**config.mk**
```make
export PLATFORM = sky130hd
export DESIGN_NAME = param_code_lock
export DESIGN_NICKNAME = d
export VERILOG_FILES = /design/src/rtl/param_code_lock.sv
export SDC_FILE = /design/constraint.sdc
export NUM_CORES = 1
export LEC_CHECK = 0
export CAP_MARGIN = 20
export CORE_UTILIZATION = 40
export DETAILED_ROUTE_END_ITERATION = 7
export PLACE_DENSITY_LB_ADDON = 0.3
export SLEW_MARGIN = 10
export SYNTH_ARGS = -nofsm -noshare
export SYNTH_HDL_FRONTEND = slang
export SYNTH_SLANG_ARGS = --single-unit
export TNS_END_PERCENT = 1
```
**constraint.sdc**
```tcl
create_clock -name clk -period 2.4 [get_ports clk]
set_input_delay 0.48 -clock clk [delete_from_list [all_inputs] [get_ports clk]]
set_output_delay 0.48 -clock clk [all_outputs]
set_load 0.02 [all_outputs]
```
**src/rtl/param_code_lock.sv**
```systemverilog
// Two-button serial code lock: whole-entry compare, timed unlock, failure lockout,
// and in-place code reprogramming while open.
module param_code_lock #(
   parameter int                  CODE_LEN       = 4,
   parameter logic [CODE_LEN-1:0] CODE           = 4'b1011,
   parameter int                  MAX_FAIL       = 3,
   parameter int                  UNLOCK_CYCLES  = 5,
   parameter int                  LOCKOUT_CYCLES = 8
) (
   input  logic                            clk,
   input  logic                            rst,
   input  logic                            b0,
   input  logic                            b1,
   input  logic                            prog,
   output logic                            unlc,
   output logic [2:0]                      st,
   output logic                            lockout,
   output logic [$clog2(CODE_LEN+1)-1:0]   cnt
);

   localparam int CW   = $clog2(CODE_LEN+1);
   localparam int FW   = $clog2(MAX_FAIL+1);
   localparam int TMAX = (UNLOCK_CYCLES > LOCKOUT_CYCLES) ? UNLOCK_CYCLES : LOCKOUT_CYCLES;
   localparam int TW   = $clog2(TMAX+1);

   typedef enum logic [2:0] {
      S_IDLE     = 3'd0,
      S_ENTRY    = 3'd1,
      S_UNLOCKED = 3'd2,
      S_LOCKOUT  = 3'd3,
      S_PROG     = 3'd4
   } state_t;

   state_t              r_state;
   logic                r_unlc;
   logic                r_lockout;
   logic [CW-1:0]       r_cnt;
   logic [FW-1:0]       r_fail;
   logic [TW-1:0]       r_timer;
   logic [CODE_LEN-1:0] r_code;
   logic [CODE_LEN-1:0] r_entry;
   logic [CODE_LEN-1:0] r_stage;

   logic                w_press;
   logic                w_clear;
   logic                w_bit;
   logic                w_last;
   logic [CODE_LEN-1:0] w_entry_shift;
   logic [CODE_LEN-1:0] w_stage_shift;
   logic [FW-1:0]       w_fail_inc;

   assign w_press       = b0 ^ b1;
   assign w_clear       = b0 & b1;
   assign w_bit         = b1;
   assign w_last        = (r_cnt == CW'(CODE_LEN-1));
   assign w_entry_shift = {r_entry[CODE_LEN-2:0], w_bit};
   assign w_stage_shift = {r_stage[CODE_LEN-2:0], w_bit};
   assign w_fail_inc    = (r_fail == FW'(MAX_FAIL)) ? r_fail : r_fail + FW'(1);

   // Moore outputs are registered alongside the state they describe.
   always_ff @(posedge clk or negedge rst) begin
      if (!rst) begin
         r_state   <= S_IDLE;
         r_unlc    <= 1'b0;
         r_lockout <= 1'b0;
         r_cnt     <= '0;
         r_fail    <= '0;
         r_timer   <= '0;
         r_code    <= CODE;
         r_entry   <= '0;
         r_stage   <= '0;
      end else begin
         case (r_state)
            S_IDLE: begin
               if (w_press) begin
                  r_entry <= {{(CODE_LEN-1){1'b0}}, w_bit};
                  r_cnt   <= CW'(1);
                  r_state <= S_ENTRY;
               end
            end
            S_ENTRY: begin
               if (w_clear) begin
                  r_cnt   <= '0;
                  r_state <= S_IDLE;
               end else if (w_press) begin
                  r_entry <= w_entry_shift;
                  if (w_last) begin
                     r_cnt <= '0;
                     if (w_entry_shift == r_code) begin
                        r_state <= S_UNLOCKED;
                        r_unlc  <= 1'b1;
                        r_timer <= TW'(UNLOCK_CYCLES-1);
                        r_fail  <= '0;
                     end else if (w_fail_inc == FW'(MAX_FAIL)) begin
                        r_state   <= S_LOCKOUT;
                        r_lockout <= 1'b1;
                        r_timer   <= TW'(LOCKOUT_CYCLES-1);
                        r_fail    <= w_fail_inc;
                     end else begin
                        r_state <= S_IDLE;
                        r_fail  <= w_fail_inc;
                     end
                  end else begin
                     r_cnt <= r_cnt + CW'(1);
                  end
               end
            end
            S_UNLOCKED: begin
               if (prog) begin
                  r_state <= S_PROG;
                  r_cnt   <= '0;
               end else if (r_timer == '0) begin
                  r_state <= S_IDLE;
                  r_unlc  <= 1'b0;
               end else begin
                  r_timer <= r_timer - TW'(1);
               end
            end
            S_PROG: begin
               if (w_clear) begin
                  r_state <= S_IDLE;
                  r_unlc  <= 1'b0;
                  r_cnt   <= '0;
               end else if (w_press) begin
                  r_stage <= w_stage_shift;
                  if (w_last) begin
                     r_code  <= w_stage_shift;
                     r_state <= S_IDLE;
                     r_unlc  <= 1'b0;
                     r_cnt   <= '0;
                  end else begin
                     r_cnt <= r_cnt + CW'(1);
                  end
               end
            end
            S_LOCKOUT: begin
               if (r_timer == '0) begin
                  r_state   <= S_IDLE;
                  r_lockout <= 1'b0;
                  r_fail    <= '0;
               end else begin
                  r_timer <= r_timer - TW'(1);
               end
            end
            default: begin
               r_state   <= S_IDLE;
               r_unlc    <= 1'b0;
               r_lockout <= 1'b0;
               r_cnt     <= '0;
            end
         endcase
      end
   end

   assign st      = r_state;
   assign unlc    = r_unlc;
   assign lockout = r_lockout;
   assign cnt     = r_cnt;

endmodule

```
==> flow_metrics.py <==
metrics = {
    "global_routing": {
        "grt_pass1_wl_um": 4640,
        "grt_pass1_vias": 1072,
        "grt_antenna_before_repair": 0,
        "grt.overflow.total": 0,
        "grt_max_degree": 25,
        "grt_usage_pct": 17.4,
    },
    "sta": {
        "slew_headroom_pct": 73.3,
        "grt_setup_unrepaired": "no",
        "max_freq_mhz": 471,
        "slew_violations": 0,
        "timing.final.crit_share_pct": 88.5,
        "setup_slack_ps": 276,
        "final_hold_viol_count": 0,
        "skew_ps": 5.01,
        "tightest_slew_ps": 399,
        "worst_hold_slack_ps": 502,
        "setup_viol": 0,
        "min_period_ps": 2120,
    },
    "logic_synthesis": {
        "synth_seq_area_share_pct": 44.5,
        "synth-seq-cells": 24,
        "async_reset_ff_share_pct": 100,
        "synth.most_common_cell": "dfrtp_1",
        "synth_cells": 144,
        "synth_edf_count": 0,
        "syn-num-nets": 153,
        "ys_warn_count": 0,
        "syn-mean-instance-area_um2": 9.44,
        "synth_common_cells": "dfrtp_1 (21), nand2_1 (19), a21oi_1 (12)",
        "synthFlopType": "dfrtp_1",
        "synth_top_area_cell": "dfrtp_1",
        "synth_area_um2": 1360,
        "synth.top_cell.area_share_pct": 38.7,
        "synth_area_leaders": "dfrtp_1 (39%), mux2_2 (6.6%), dfstp_2 (5.8%)",
        "synthDistinctLibCells": 41,
    },
    "layout": {
        "antenna_cells": 0,
        "nNetsFinal": 181,
        "drive_gt1_share_pct": 22.2,
        "ff_latch_area_um2": 604,
        "syn2layout_area_growth_pct": 22.8,
        "multi_input_area_um2": 692,
        "fillers": 293,
    },
    "floorplanning": {
        "die-area_um2": 3630,
        "fp.dieW_um": 60.3,
        "start_util_pct": 43.4,
        "core.rowCount": 20,
        "core_area_um2": 3130,
        "io_pins": 13,
        "die_height_um": 60.3,
    },
    "worst_setup_path": {
        "cp-start-kind": "input pin",
        "timing.rr.start": "r_timer[0]$_DFFE_PN0P_",
        "worstPathMaxFanout": 3,
        "cp.required_ps": 2620,
        "worst_r2r_path_depth": 7,
        "arrival_ps": 2350,
        "slowest_delay_ps": 480,
        "reg2reg_slack_ps": 450,
        "critPathSlowestCell": "clkdlybuf4s50_1",
        "timing.rr.end": "r_timer[2]$_DFFE_PN0P_",
        "crit_path_cell_trace": "clkdlybuf4s50_1, inv_1, ha_1, nor3b_2, a21oi_1, or4_1, a222oi_1",
        "timing_worst_setup_path_type": "in2reg",
        "cp-end-kind": "flip-flop",
    },
    "drt": {
        "vias_per_cell": 5.40,
        "drtIter0Drc": 65,
        "top_signal_layer_used": "met4",
        "wire_per_inst_um": 12.8,
        "wl_met3_um": 120,
        "drc": 0,
        "vias": 1160,
        "wl_met2_um": 1260,
        "wl_met1_um": 1310,
        "wl_um": 2750,
        "antenna_left": 0,
        "first_pass_iters": 4,
    },
    "pwr": {
        "vdd_drop_max_v": 0.000371,
        "p_leak_uw": 0.000732,
        "powerDensity_nw_per_um2": 1070,
    },
    "clock_tree": {
        "cts.reportedPaths.clkPinSlew_ps": 140,
        "hold_buffers": 0,
        "cts_resized": 0,
        "post_cts_buffers": 0,
        "cts_buffer_depth": 2,
        "cts.sinks": 24,
        "tritoncts": "built",
        "insertion_delay_ps": 320,
        "ctsHtreeMaxLevel": 1,
        "numCtsBuffers": 3,
        "cts-root-buf": "clkbuf_4",
    },
    "run": {
        "drv_cap": 0,
    },
    "placed_design": {
        "post-place-ws_ps": -55.1,
        "gp_congestion": 0.835,
        "dpl.hpwl_um": 2090,
        "io_buffers": 12,
    },
    "run_status": {
        "status": "finished clean",
    },
    "min_path": {
        "hold_class": "in2async",
    },
}
[sequential cells by signal, indices dropped and copies added (netlist names)]
| signal | cells |
|---|---|
| cnt | 3 |
| lockout | 1 |
| r_code | 4 |
| r_entry | 3 |
| r_fail | 2 |
| r_stage | 3 |
| r_timer | 4 |
| st | 3 |
| unlc | 1 |
[layout by cell type (no fill, tap or decap), drive strengths merged, types with 2 or more instances in the layout]
master	instances
xnor2	4
nand4	3
dfstp	3
clkbuf	4
a211oi	2
inv	11
o31ai	2
nor3b	3
buf	16
o21ai	9
nand3	3
mux2	8
nand2b	4
nor2	7
nor2b	3
a31oi	2
a21oi	12
ha	4
dfrtp	21
nor3	2
nand2	19
clkdlybuf4s50	12
[final cells by class]
class                      count  share of cell area (%)
clock buffer                   4                    2.17
inverter                      11                    2.47
multi-input combinational    104                    41.5
sequential                    24                    36.2
tap                           44                    3.30
timing repair buffer          28                    14.4
[power breakdown]
| group | switching [uW] | total (uW) | internal, uW |
|---|---|---|---|
| sequential | 112 | 640 | 528 |
| clock | 128 | 221 | 92.8 |
| combinational | 497 | 931 | 434 |
[how the worst max path moves through the flow]
| stage | from | endpoint | cells after the start |
|---|---|---|---|
| finish | b1 | lockout$_DFFE_PN0P_ | 7 |
| floorplan | b1 | lockout$_DFFE_PN0P_ | 6 |
| CTS | b1 | lockout$_DFFE_PN0P_ | 7 |
| global route | b1 | lockout$_DFFE_PN0P_ | 7 |
| global placement | b1 | lockout$_DFFE_PN0P_ | 7 |
| detailed placement | b1 | lockout$_DFFE_PN0P_ | 7 |
[worst max-delay path, delay by kind of cell]
kind                     cells  cell delay [ps]
AO/OA/AOI/OAI                2              420
AND/OR/NAND/NOR              2              630
adder cells (fa/ha/maj)      1              290
buffers and inverters        2              540
[metal layers]
metal	up-vias	GRT usage, %
met2	31	27.5
li1	564	-
met5	-	0
met4	0	8.31
met1	558	23.1
met3	7	2.60
[kinds of logic (layout without fill, tap and decap cells)]
| group | after synthesis | in the layout | synth area share, % |
|---|---|---|---|
| fa+ha+maj | 5 | 5 | 4.42 |
| flops | 24 | 24 | 44.5 |
| simple gates | 50 | 50 | 19.6 |
| buf+inv | 16 | 43 | 4.60 |
| compound gates | 36 | 36 | 16.9 |
| mux | 9 | 9 | 7.37 |
| xor+xnor | 4 | 4 | 2.58 |
[through the flow]
stage | util [%] | setup TNS [ps] | cell area [um^2] | instances | power, uW
detailed placement | 52.2 | -103 | 1630 | 211 | 1580
CTS | 53.4 | 0 | 1670 | 215 | 1800
finish | 53.4 | 0 | 1670 | 215 | 1790
floorplan | - | 0 | 1360 | 144 | 1240
global placement | 52.2 | -59.5 | 1630 | 211 | 1550
global route | 53.4 | 0 | 1670 | 215 | 1940
Note: power is estimated with default switching activity, not from simulation.
